$ cat src/rtl/fetch_unit.sv
// Instruction-fetch front end: issues PC-ordered word requests to instruction
// memory, buffers in-order responses in a prefetch FIFO and handles redirects.
module fetch_unit #(
   parameter logic [31:0] RESET_PC = 32'h0000_0000,
   parameter int unsigned DEPTH    = 2
) (
   input  logic        clk,
   input  logic        n_rst,
   output logic        imem_req_valid,
   input  logic        imem_req_ready,
   output logic [31:0] imem_req_addr,
   input  logic        imem_rsp_valid,
   input  logic [31:0] imem_rsp_data,
   input  logic        redirect_valid,
   input  logic [31:0] redirect_pc,
   output logic        instr_valid,
   input  logic        instr_ready,
   output logic [31:0] instr,
   output logic [31:0] instr_pc,
   output logic        busy
);

   localparam int unsigned AW  = $clog2(DEPTH);
   localparam int unsigned CW  = $clog2(DEPTH + 1);
   localparam logic [31:0] NOP = 32'h0000_0013;

   logic [31:0]   r_fpc;
   logic [31:0]   r_rpc;
   logic [CW-1:0] r_inflight;
   logic [CW-1:0] r_drop;
   logic [CW-1:0] r_count;
   logic [AW-1:0] r_wr_ptr;
   logic [AW-1:0] r_rd_ptr;
   logic [31:0]   r_pc_mem   [DEPTH];
   logic [31:0]   r_word_mem [DEPTH];

   logic          w_accept;
   logic          w_rsp;
   logic          w_push;
   logic          w_pop;
   logic [CW:0]   w_occ;
   logic [31:0]   w_redirect_pc;

   always_comb begin
      w_occ         = {1'b0, r_inflight} + {1'b0, r_count};
      w_redirect_pc = redirect_pc & 32'hFFFF_FFFC;
      // Credit rule: in-flight plus buffered words never exceed the FIFO size.
      imem_req_valid = n_rst && !redirect_valid && (w_occ < (CW+1)'(DEPTH));
      imem_req_addr  = r_fpc;
      w_accept       = imem_req_valid && imem_req_ready;
      w_rsp          = imem_rsp_valid && (r_inflight != '0);
      w_push         = w_rsp && (r_drop == '0) && !redirect_valid;
      instr_valid    = (r_count != '0) && !redirect_valid;
      w_pop          = instr_valid && instr_ready;
      instr          = instr_valid ? r_word_mem[r_rd_ptr] : NOP;
      instr_pc       = instr_valid ? r_pc_mem[r_rd_ptr] : r_rpc;
      busy           = (r_inflight != '0);
   end

   always_ff @(posedge clk or negedge n_rst) begin
      if (!n_rst) begin
         r_fpc      <= RESET_PC;
         r_rpc      <= RESET_PC;
         r_inflight <= '0;
         r_drop     <= '0;
         r_count    <= '0;
         r_wr_ptr   <= '0;
         r_rd_ptr   <= '0;
      end else begin
         case ({w_accept, w_rsp})
            2'b10:   r_inflight <= r_inflight + CW'(1);
            2'b01:   r_inflight <= r_inflight - CW'(1);
            default: r_inflight <= r_inflight;
         endcase

         if (redirect_valid) begin
            // Everything still outstanding after this edge belongs to the old path.
            r_fpc    <= w_redirect_pc;
            r_rpc    <= w_redirect_pc;
            r_drop   <= r_inflight - CW'(w_rsp);
            r_count  <= '0;
            r_wr_ptr <= '0;
            r_rd_ptr <= '0;
         end else begin
            if (w_accept)
               r_fpc <= r_fpc + 32'd4;
            if (w_rsp && (r_drop != '0))
               r_drop <= r_drop - CW'(1);
            if (w_push) begin
               r_rpc    <= r_rpc + 32'd4;
               r_wr_ptr <= r_wr_ptr + AW'(1);
            end
            if (w_pop)
               r_rd_ptr <= r_rd_ptr + AW'(1);
            case ({w_push, w_pop})
               2'b10:   r_count <= r_count + CW'(1);
               2'b01:   r_count <= r_count - CW'(1);
               default: r_count <= r_count;
            endcase
         end
      end
   end

   always_ff @(posedge clk) begin
      if (w_push) begin
         r_pc_mem[r_wr_ptr]   <= r_rpc;
         r_word_mem[r_wr_ptr] <= imem_rsp_data;
      end
   end

endmodule

$ cat config.mk
export PLATFORM = sky130hd
export DESIGN_NAME = fetch_unit
export DESIGN_NICKNAME = d
export VERILOG_FILES = /design/src/rtl/fetch_unit.sv
export SDC_FILE = /design/constraint.sdc
export NUM_CORES = 1
export LEC_CHECK = 0
export BUFFER_PORTS_ARGS = -buffer_cell sky130_fd_sc_hd__buf_2
export CAP_MARGIN = 5
export CORE_AREA = 4 4 135 202
export DETAILED_ROUTE_END_ITERATION = 12
export DIE_AREA = 0 0 139 206
export PLACE_DENSITY_LB_ADDON = 0.08
export SLEW_MARGIN = 10
export SYNTH_ARGS = -nofsm -noshare
export SYNTH_HDL_FRONTEND = slang
export SYNTH_SLANG_ARGS = --single-unit
$ cat constraint.sdc
create_clock -name clk -period 7.84 [get_ports clk]
set_clock_uncertainty 0.05 [all_clocks]
set_input_delay 1.568 -clock clk [delete_from_list [all_inputs] [get_ports clk]]
set_output_delay 1.568 -clock clk [all_outputs]
set_load 0.02 [all_outputs]
==> results of run 1 <==
-- placed cells by master (no fill, tap or decap), types with 5 or more instances in the layout --
cell type,count
a21boi_0,14
a21oi_1,6
and2_1,6
and3_1,11
and4_1,7
buf_2,162
buf_4,10
clkbuf_16,18
dfrtp_1,67
edfxtp_1,124
ha_1,5
inv_1,14
mux2_2,12
mux2i_1,64
nand2_1,70
nand2b_1,7
nand3_1,31
nand4_1,21
nor2_1,48
nor3_1,16
o211ai_1,8
o21ai_0,51
xnor2_1,29
xor2_1,20
-- power by group --
part / leakage [nW] / switching (mW) / internal (mW)
clock: 0.278 / 0.362 / 0.457
combinational: 1.82 / 0.326 / 0.191
sequential: 1.93 / 0.101 / 1.19
-- cells by family after synthesis --
family	count (synthesis)	share of synthesized area, %
buf+inv	54	2.72
other cells	1	0.0427
compound gates	100	6.93
mux	76	8.83
fa+ha+maj	6	0.940
flops	192	61.7
xor+xnor	49	4.88
simple gates	239	13.9
-- state kept, by name (all words and copies together) (netlist names), 2 cells and up --
signal	cells
r_pc_mem	60
r_word_mem	64
imem_req_addr	30
r_rpc	30
r_inflight	2
r_drop	2
r_count	2
-- layer usage --
| layer | track usage, % | routed length, um |
|---|---|---|
| met3 | 3.29 | 936 |
| met1 | 19.5 | 9550 |
| met5 | 0 | 0 |
| met2 | 27.0 | 11100 |
| met4 | 4.97 | 351 |
-- worst min-delay path by stage --
stage	start	endpoint	slack, ns	cells past startpoint
4_1_cts	r_rpc[31]$_DFFE_PN0N_	r_pc_mem[1][31]$_DFFE_PP_	0.50	0
3_5_place_dp	r_rpc[31]$_DFFE_PN0N_	r_pc_mem[0][31]$_DFFE_PP_	0.48	0
2_1_floorplan	r_rpc[14]$_DFFE_PN0N_	r_pc_mem[0][14]$_DFFE_PP_	0.39	0
5_1_grt	r_rpc[31]$_DFFE_PN0N_	r_pc_mem[0][31]$_DFFE_PP_	0.51	0
3_3_place_gp	r_rpc[12]$_DFFE_PN0N_	r_pc_mem[0][12]$_DFFE_PP_	0.48	0
6_report	r_rpc[31]$_DFFE_PN0N_	r_pc_mem[0][31]$_DFFE_PP_	0.49	0
-- final cells by class --
class                   count  area (um2)  area share (%)
clock inverters             5        27.5           0.262
well taps                 333         417            3.97
multi-input cells         474        3150            30.1
repair buffers            172         886            8.44
flip-flops and latches    192        5430            51.8
clock buffers              27         522            4.97
inverters                  15        56.3           0.537
-- worst register-to-register path: cells and delay by family, from the launching register on --
family / cells / cell delay, ns
xor gates and xnor gates: 1 / 0.15
adders and majority gates: 2 / 0.90
DFF: 1 / 0.53
and+or+nand+nor: 4 / 1.18
buffers and inverters: 2 / 0.75
==> results.toml, run 1 <==
[outcome]
outcome = "finished clean"

[run]
cap_violations = 0

[cells_and_area]
drive_gt1_share_pct = 25.6
utilization_pct = 41.0
area_growth_pct = 19.4
fin_cells = 1218
final_area_mm2 = 0.0105
final.fill_count = 2508
num_antenna_cells = 0
nNetsFinal = 948

[detailed_routing]
vias = 6046
drc_errors = 0
wl_per_cell_um = 18.0
avgViaCountPerCell = 4.96
final_antenna_net_count = 0
firstDrtPassIters = 4
wl_um = 21900
drtIter0Drc = 249

[critical_path]
critPathCaptureType = "output port"
cp.buffers_inverters = 4
r2r_setup_slack_ns = 4.20
rr_endpoint = "r_inflight[1]$_DFFE_PN0P_"
cp_max_fo = 69
critPathMaxStageDelay_ns = 0.69
worstPathArrival_ns = 3.09
startpoint = "n_rst"
reg2reg_depth = 9
start_kind = "primary input"
reg2reg_from = "r_inflight[0]$_DFFE_PN0P_"
cpMaxStageDelayCell = "buf_4"
path_delay_family = "buffers and inverters"
crit_chain = "buf_2 > buf_4 > nor4b_2 > buf_4 > buf_2"
setup.worst_path.class = "primary input to output port"
path_depth = 5
cp.required_ns = 6.22
crit_path_end = "imem_req_valid"

[placement]
dp_worst_setup_slack_ns = 2.78
dp_hpwl_um = 15100
port_buffers = 162
dpl_cell_area_mm2 = 0.00994
placed_cells = 1186
gp_congestion = 0.776

[sta]
holdWs_ns = 0.489
worst_pin_slew_ns = 0.951
period_minus_slack_ns = 4.71
setup_ws_ns = 3.13
grt_setup_unrepaired = "no"
slew_violations = 0
tns_ns = 0
hold_viol_final = 0
finalSetupViolCount = 0
post-route-period-util_pct = 60.0
fmax_ghz = 0.213
slew_headroom_pct = 36.6

[global_route]
antenna_found_initial = 0
grt_max_degree = 70
grt_overflow = 0
grt_pass1_vias = 6266
grt_util_all_layers_pct = 15.6
grt_first_pass_wirelength_um = 34900

[synth]
yosysTopAreaCell = "edfxtp_1"
netlist.area_leader.share_pct = 42.4
yosys_warnings = 0
avgSynthCellArea_um2 = 12.3
synth_edf_count = 124
ys.flop_type = "edfxtp_1"
syn-instance-count = 717
synthArstFlopShare_pct = 35.4
ys_seq_area_share_pct = 61.7
ys_seq_elements = 192
synth_cell_types = 51
synth_commonest_cells = "edfxtp_1, nand2_1, dfrtp_1"
synthMostInstantiatedCell = "edfxtp_1"
syn_area_mm2 = 0.00879
yosys-top-cells-area = "edfxtp_1, dfrtp_1, mux2i_1"

[die]
dieArea_mm2 = 0.0286
fp.dieH_um = 206
initial_core_util_pct = 34.4
io_pins = 169
die_x_um = 139
fp-row-count = 72
core_mm2 = 0.0256

[clocking]
cts.htree.levels = 4
cts_buffers = 17
clk_pin_slew_ns = 0.07
postCtsSetupBuffers = 0
cts_tree = "done"
postCtsResizedCells = 0
holdBufCountCts = 0
cts_sinks = 192
clock_latency_ns = 0.44
cts_root_buf = "clkbuf_16"
cts_buffer_depth = 2

[power]
vdd_drop_max_v = 0.000150
p_leak_nw = 4.02
p_total_mw = 2.62
power.density_mw_per_mm2 = 250

[min_path]
hold_path.class = "register to register"
Power figures use the tool's default switching activity.
==> run 2: changes to the inputs <==
--- a/config.mk
+++ b/config.mk
@@ -5,11 +5,12 @@
 export SDC_FILE = /design/constraint.sdc
 export NUM_CORES = 1
 export LEC_CHECK = 0
+export ABC_AREA = 1
 export BUFFER_PORTS_ARGS = -buffer_cell sky130_fd_sc_hd__buf_2
 export CAP_MARGIN = 5
-export CORE_AREA = 4 4 135 202
+export CORE_AREA = 4 4 142 213
 export DETAILED_ROUTE_END_ITERATION = 12
-export DIE_AREA = 0 0 139 206
+export DIE_AREA = 0 0 146 217
 export PLACE_DENSITY_LB_ADDON = 0.08
 export SLEW_MARGIN = 10
 export SYNTH_ARGS = -nofsm -noshare
==> constraint.sdc (replaced) <==
create_clock -name clk -period 4.4 [get_ports clk]
set_clock_uncertainty 0.05 [all_clocks]
set_input_delay 0.88 -clock clk [delete_from_list [all_inputs] [get_ports clk]]
set_output_delay 0.88 -clock clk [all_outputs]
set_load 0.02 [all_outputs]
==> run 2 against run 1 <==
Register-to-register slack worse by 2.5 ns. Cell area up 10%. Sequential share of layout area down 4.9 points. Synthesized cell count up 53%. Worst setup slack worse by 2.1 ns. Global-route usage up 2.4 points. Via count up 31%. Routed wire length up 27%. Sequential power up 91%. Final cell count up 33%. Flip-flop and latch count unchanged.
==> results.toml, run 2 <==
[placement]
port_buffers = 162
dp_hpwl_um = 20000
gp_congestion = 0.826

[detailed_routing]
wl_met1_um = 11800
route.met3.wl_um = 1040
avgViaCountPerCell = 4.89
drtIter0Drc = 432
drc_errors = 0
vias = 7898
wl_per_cell_um = 17.2
top_layer = "met4"
firstDrtPassIters = 5
final_antenna_net_count = 0
wl_um = 27800
wl_met2_um = 14100

[synth]
synthArstFlopShare_pct = 35.4
yosys_warnings = 0
synth_edf_count = 124
syn_area_mm2 = 0.00982
ys_seq_area_share_pct = 55.2
syn-instance-count = 1099
ys.flop_type = "edfxtp_1"
avgSynthCellArea_um2 = 8.94
yosys-top-cells-area = "edfxtp_1, dfrtp_1, nand2_1"
ys_seq_elements = 192
synth_cell_types = 44
synthMostInstantiatedCell = "nand2_1"
synth_commonest_cells = "nand2_1, inv_1, edfxtp_1"
yosysTopAreaCell = "edfxtp_1"
netlist.area_leader.share_pct = 37.9

[min_path]
min_from = "r_rpc[5]$_DFFE_PN0N_"
hold_path.class = "register to register"

[sta]
worst_pin_slew_ns = 0.985
slew_headroom_pct = 34.4
post-route-period-util_pct = 77.0
holdWs_ns = 0.454
grt_setup_unrepaired = "no"
slew_violations = 0
period_minus_slack_ns = 3.39
fmax_ghz = 0.295
tns_ns = 0
hold_viol_final = 0
finalSetupViolCount = 0

[global_route]
grt_util_all_layers_pct = 18.0
grt_first_pass_wirelength_um = 44400
grt_max_degree = 69
antenna_found_initial = 0
grt_pass1_vias = 7912
grt_overflow = 0

[clocking]
cts.htree.levels = 4
holdBufCountCts = 0
cts_buffer_depth = 2
cts_tree = "done"
cts_sinks = 192
postCtsResizedCells = 0
cts_root_buf = "clkbuf_16"
clock_latency_ns = 0.45
postCtsSetupBuffers = 0
cts_buffers = 17
clk_pin_slew_ns = 0.07

[critical_path]
startpoint = "redirect_valid"
cp_max_fo = 37
start_kind = "primary input"
critPathCaptureType = "output port"
cpMaxStageDelayCell = "inv_2"
setup.worst_path.class = "primary input to output port"
worstPathArrival_ns = 2.46
r2r_setup_slack_ns = 1.68
crit_chain = "buf_2 > inv_2 > nand2_1 > buf_4 > inv_2 > buf_4 > o211ai_1 > o21ai_0 > buf_2"
cp.required_ns = 3.47
critPathMaxStageDelay_ns = 0.45
reg2reg_from = "r_inflight[0]$_DFFE_PN0P_"

[cells_and_area]
num_antenna_cells = 0
most-common-layout-cells = "nand2_1, buf_2, inv_1"
drive_gt1_share_pct = 20.7
final.fill_count = 2932
largest_reg_flops = 64
layout_commonest_cell = "nand2_1"
nNetsFinal = 1328
top_regs = "r_word_mem (64), r_pc_mem (60)"
top_register = "r_word_mem"
area_growth_pct = 17.9

[power]
p_leak_nw = 5.11
power.density_mw_per_mm2 = 503
vdd_drop_max_v = 0.000309

[die]
dieArea_mm2 = 0.0317
die_x_um = 146
initial_core_util_pct = 34.5
io_pins = 169
fp.dieH_um = 217
core_mm2 = 0.0284
fp-row-count = 76

[run]
cap_violations = 0

[outcome]
outcome = "finished clean"
==> run 2: worst paths after layout <==
| path | to | cells past startpoint |
|---|---|---|
| setup / recovery | instr_pc[25] | 9 |
| hold / removal | r_pc_mem[0][5]$_DFFE_PP_ | 0 |
| setup reg to reg | r_inflight[1]$_DFFE_PN0P_ | 11 |
| hold reg to reg | r_pc_mem[0][5]$_DFFE_PP_ | 0 |
| max in group asynchronous | r_rd_ptr$_DFFE_PN0P_ | 2 |
| min in group asynchronous | r_inflight[1]$_DFFE_PN0P_ | 2 |
==> run 2: cell type report <==
class / instances / area [um2] / area share (%)
Tap cell: 351 / 439 / 3.79
Inverter: 152 / 572 / 4.94
Multi-Input combinational cell: 716 / 3630 / 31.3
Sequential cell: 192 / 5430 / 46.9
Timing Repair Buffer: 173 / 956 / 8.26
Clock buffer: 22 / 464 / 4.01
Clock inverter: 10 / 86.3 / 0.746
==> run 2: cells by family (layout without fill, tap and decap cells) <==
family	count (synthesis)	in the layout	synth area share (%)
AND/OR/NAND/NOR	523	523	23.1
buffers and inverters	194	357	8.08
flip-flops	192	192	55.2
AO/OA/AOI/OAI	145	145	8.60
multiplexers	29	29	3.33
XOR/XNOR	9	9	0.803
adder cells (fa/ha/maj)	6	6	0.841
other	1	4	0.0382
==> run 2: metrics by stage <==
stage               cell area (um2)  utilization, %  setup slack [ns]  total power [mW]  instances
CTS                           11600            40.7             0.972              5.93       1616
detailed placement            11000            38.8             0.972              4.42       1584
global route                  11600            40.7             0.793              6.21       1616
finish                        11600            40.7              1.01              5.82       1616
global placement              11000            38.8             0.972              4.40       1584
floorplan                      9840               -             0.973              3.71       1102
==> run 2: critical path, delay by kind of cell <==
kind | cells | cell delay (ns)
AO/OA/AOI/OAI | 2 | 0.21
buffers and inverters | 6 | 1.30
AND/OR/NAND/NOR | 1 | 0.04
==> run 2: report_power, final <==
| part | leakage [nW] | internal (mW) | switching (mW) |
|---|---|---|---|
| Clock | 0.272 | 0.808 | 0.678 |
| Sequential | 1.93 | 2.18 | 0.277 |
| Combinational | 2.90 | 0.629 | 1.25 |
==> run 2: layer usage <==
layer | up-vias | GRT usage (%)
met5 | - | 0
met4 | 0 | 7.06
met3 | 41 | 2.83
met2 | 184 | 31.1
met1 | 3730 | 22.5
li1 | 3943 | -
==> run 3: changes to the inputs <==
==> constraint.sdc (replaced) <==
create_clock -name clk -period 3.38 [get_ports clk]
set_clock_uncertainty 0.05 [all_clocks]
set_input_delay 0.676 -clock clk [delete_from_list [all_inputs] [get_ports clk]]
set_output_delay 0.676 -clock clk [all_outputs]
set_load 0.02 [all_outputs]
==> run 3 against run 2 <==
Via count down 0.20%. Critical path depth is 1 lower. Sequential power increased by 30%. Non-clock buffer count increased by 9. Power rose by 36%. Worst setup slack lost 0.46 ns. Register-to-register slack got worse by 0.70 ns. Core utilization increased by 0.76 points. Die area did not move. Critical path type is now register to output port. Largest cell class unchanged. Highest routed layer unchanged.
==> results.toml, run 3 (same netlist as run 2, synthesis figures left out) <==
[critical_path]
crit_chain = "inv_1 > nand2_1 > nand2_1 > inv_2 > buf_4 > o211ai_1 > o21ai_0 > buf_2"
crit_path_frequent_cell = "nand2_1"
critPathCaptureType = "output port"
worstPathArrival_ns = 2.11
cp.buffers_inverters = 4
start_kind = "register"
path_delay_family = "buffers and inverters"
critPathMaxStageDelay_ns = 0.40
setup.worst_path.class = "register to output port"
cp.required_ns = 2.65
cp_max_fo = 22
cpMaxStageDelayCell = "dfrtp_1"

[clocking]
cts_buffer_depth = 2
clock_latency_ns = 0.44
cts.htree.levels = 4
clk_pin_slew_ns = 0.07
holdBufCountCts = 0
cts_tree = "done"
cts_buffers = 17
postCtsSetupBuffers = 0
cts_root_buf = "clkbuf_16"
cts_sinks = 192
postCtsResizedCells = 0

[power]
p_leak_nw = 5.21
p_sw_share_pct = 36.3
internal-power_mw = 5.05
power.density_mw_per_mm2 = 672
p_clk_share_pct = 28.2
p_sw_mw = 2.88
vdd_drop_max_v = 0.000357
p_total_mw = 7.92
seq_power_share_pct = 40.4
p_comb_share_pct = 31.4

[cells_and_area]
num_antenna_cells = 0
most-common-layout-cells = "nand2_1, buf_2, inv_1"
area_growth_pct = 20.1
top_register = "r_word_mem"
final_area_mm2 = 0.0118
drive_gt1_share_pct = 21.4
largest_reg_flops = 64
final.fill_count = 2887
top_regs = "r_word_mem (64), r_pc_mem (60)"
nNetsFinal = 1337
layout_commonest_cell = "nand2_1"

[placement]
dp_hpwl_um = 20400
gp_congestion = 0.829
dpl_cell_area_mm2 = 0.0111
port_buffers = 162

[sta]
post-route-period-util_pct = 83.8
worst_pin_slew_ns = 0.989
slew_violations = 0
tns_ns = 0
period_minus_slack_ns = 2.83
finalSetupViolCount = 0
grt_setup_unrepaired = "no"
slew_headroom_pct = 34.1
fmax_ghz = 0.353
hold_viol_final = 0

[global_route]
grt_first_pass_wirelength_um = 43400
grt_overflow = 0
grtUsageMet3_pct = 2.92
grt_most_used_layer = "met2"
use_met2_pct = 30.6
antenna_found_initial = 0
grt_max_degree = 69
grt_util_all_layers_pct = 17.7
grt_pass1_vias = 7774
gr-usage-met1_pct = 21.6

[die]
io_pins = 169
fp-row-count = 76
initial_core_util_pct = 34.5
dieArea_mm2 = 0.0317
core_mm2 = 0.0284
die_x_um = 146
fp.dieH_um = 217

[run]
cap_violations = 0

[detailed_routing]
drc_errors = 0
vias = 7882
avgViaCountPerCell = 4.85
firstDrtPassIters = 4
wl_um = 27700
wl_per_cell_um = 17.0
final_antenna_net_count = 0
drtIter0Drc = 295

[outcome]
outcome = "finished clean"

[min_path]
hold_path.class = "primary input to register"
-- run 3: layer usage --
| layer | up-vias | wire, um |
|---|---|---|
| li1 | 3949 | - |
| met3 | 47 | 964 |
| met4 | 0 | 1070 |
| met5 | - | 0 |
| met2 | 212 | 13900 |
| met1 | 3674 | 11700 |
-- run 3: per-stage QoR --
step           instances  hold WS, ns  setup WS [ns]  utilization [%]
5_1_grt             1625        0.356          0.315             41.5
6_report            1625        0.373          0.547             41.5
2_1_floorplan       1102        0.330          0.157                -
4_1_cts             1625        0.348          0.443             41.5
3_3_place_gp        1593        0.439          0.603             39.2
3_5_place_dp        1593        0.448          0.613             39.2
-- run 3: worst register-to-register path, stage by stage (launching register included) --
cell	delay (ns)
dfrtp_1	0.45
nand2_1	0.09
inv_1	0.05
fa_1	0.47
nor2_4	0.12
nand3_4	0.10
nor2_8	0.15
inv_1	0.13
ha_1	0.32
a21oi_1	0.11
o21ai_0	0.10
xor2_1	0.15
-- run 3: layout make-up --
class / count / area [um2] / share of cell area (%)
sequential: 192 / 5430 / 46.0
clock buffer: 24 / 503 / 4.27
timing repair buffer: 182 / 1070 / 9.10
tap: 351 / 439 / 3.72
inverter: 152 / 572 / 4.85
multi-input combinational: 716 / 3630 / 30.8
clock inverter: 8 / 146 / 1.24
-- run 3: power by group through the flow --
stage	Combinational (mW)	Sequential, mW	Clock (mW)
6_report	2.49	3.20	2.23
5_1_grt	2.79	3.26	2.37
4_1_cts	2.56	3.21	2.29
3_5_place_dp	2.55	3.26	0
3_3_place_gp	2.53	3.25	0
2_1_floorplan	1.65	3.18	0
-- run 3: path summary, 6_finish.rpt --
path                                           startpoint                          end  slack [ns]  depth (start not counted)
worst max-delay path               r_count[1]$_DFFE_PN0P_                 instr_pc[22]        0.55                          8
worst min-delay path                    imem_rsp_data[31]  r_word_mem[0][31]$_DFFE_PP_        0.37                          1
worst max register to register  r_inflight[0]$_DFFE_PN0P_    r_inflight[1]$_DFFE_PN0P_        0.98                         11
worst min register to register       r_rpc[5]$_DFFE_PN0N_     r_pc_mem[1][5]$_DFFE_PP_        0.46                          0
max in group asynchronous                           n_rst         r_rd_ptr$_DFFE_PN0P_        2.08                          2
min in group asynchronous                           n_rst    r_inflight[1]$_DFFE_PN0P_        0.47                          2
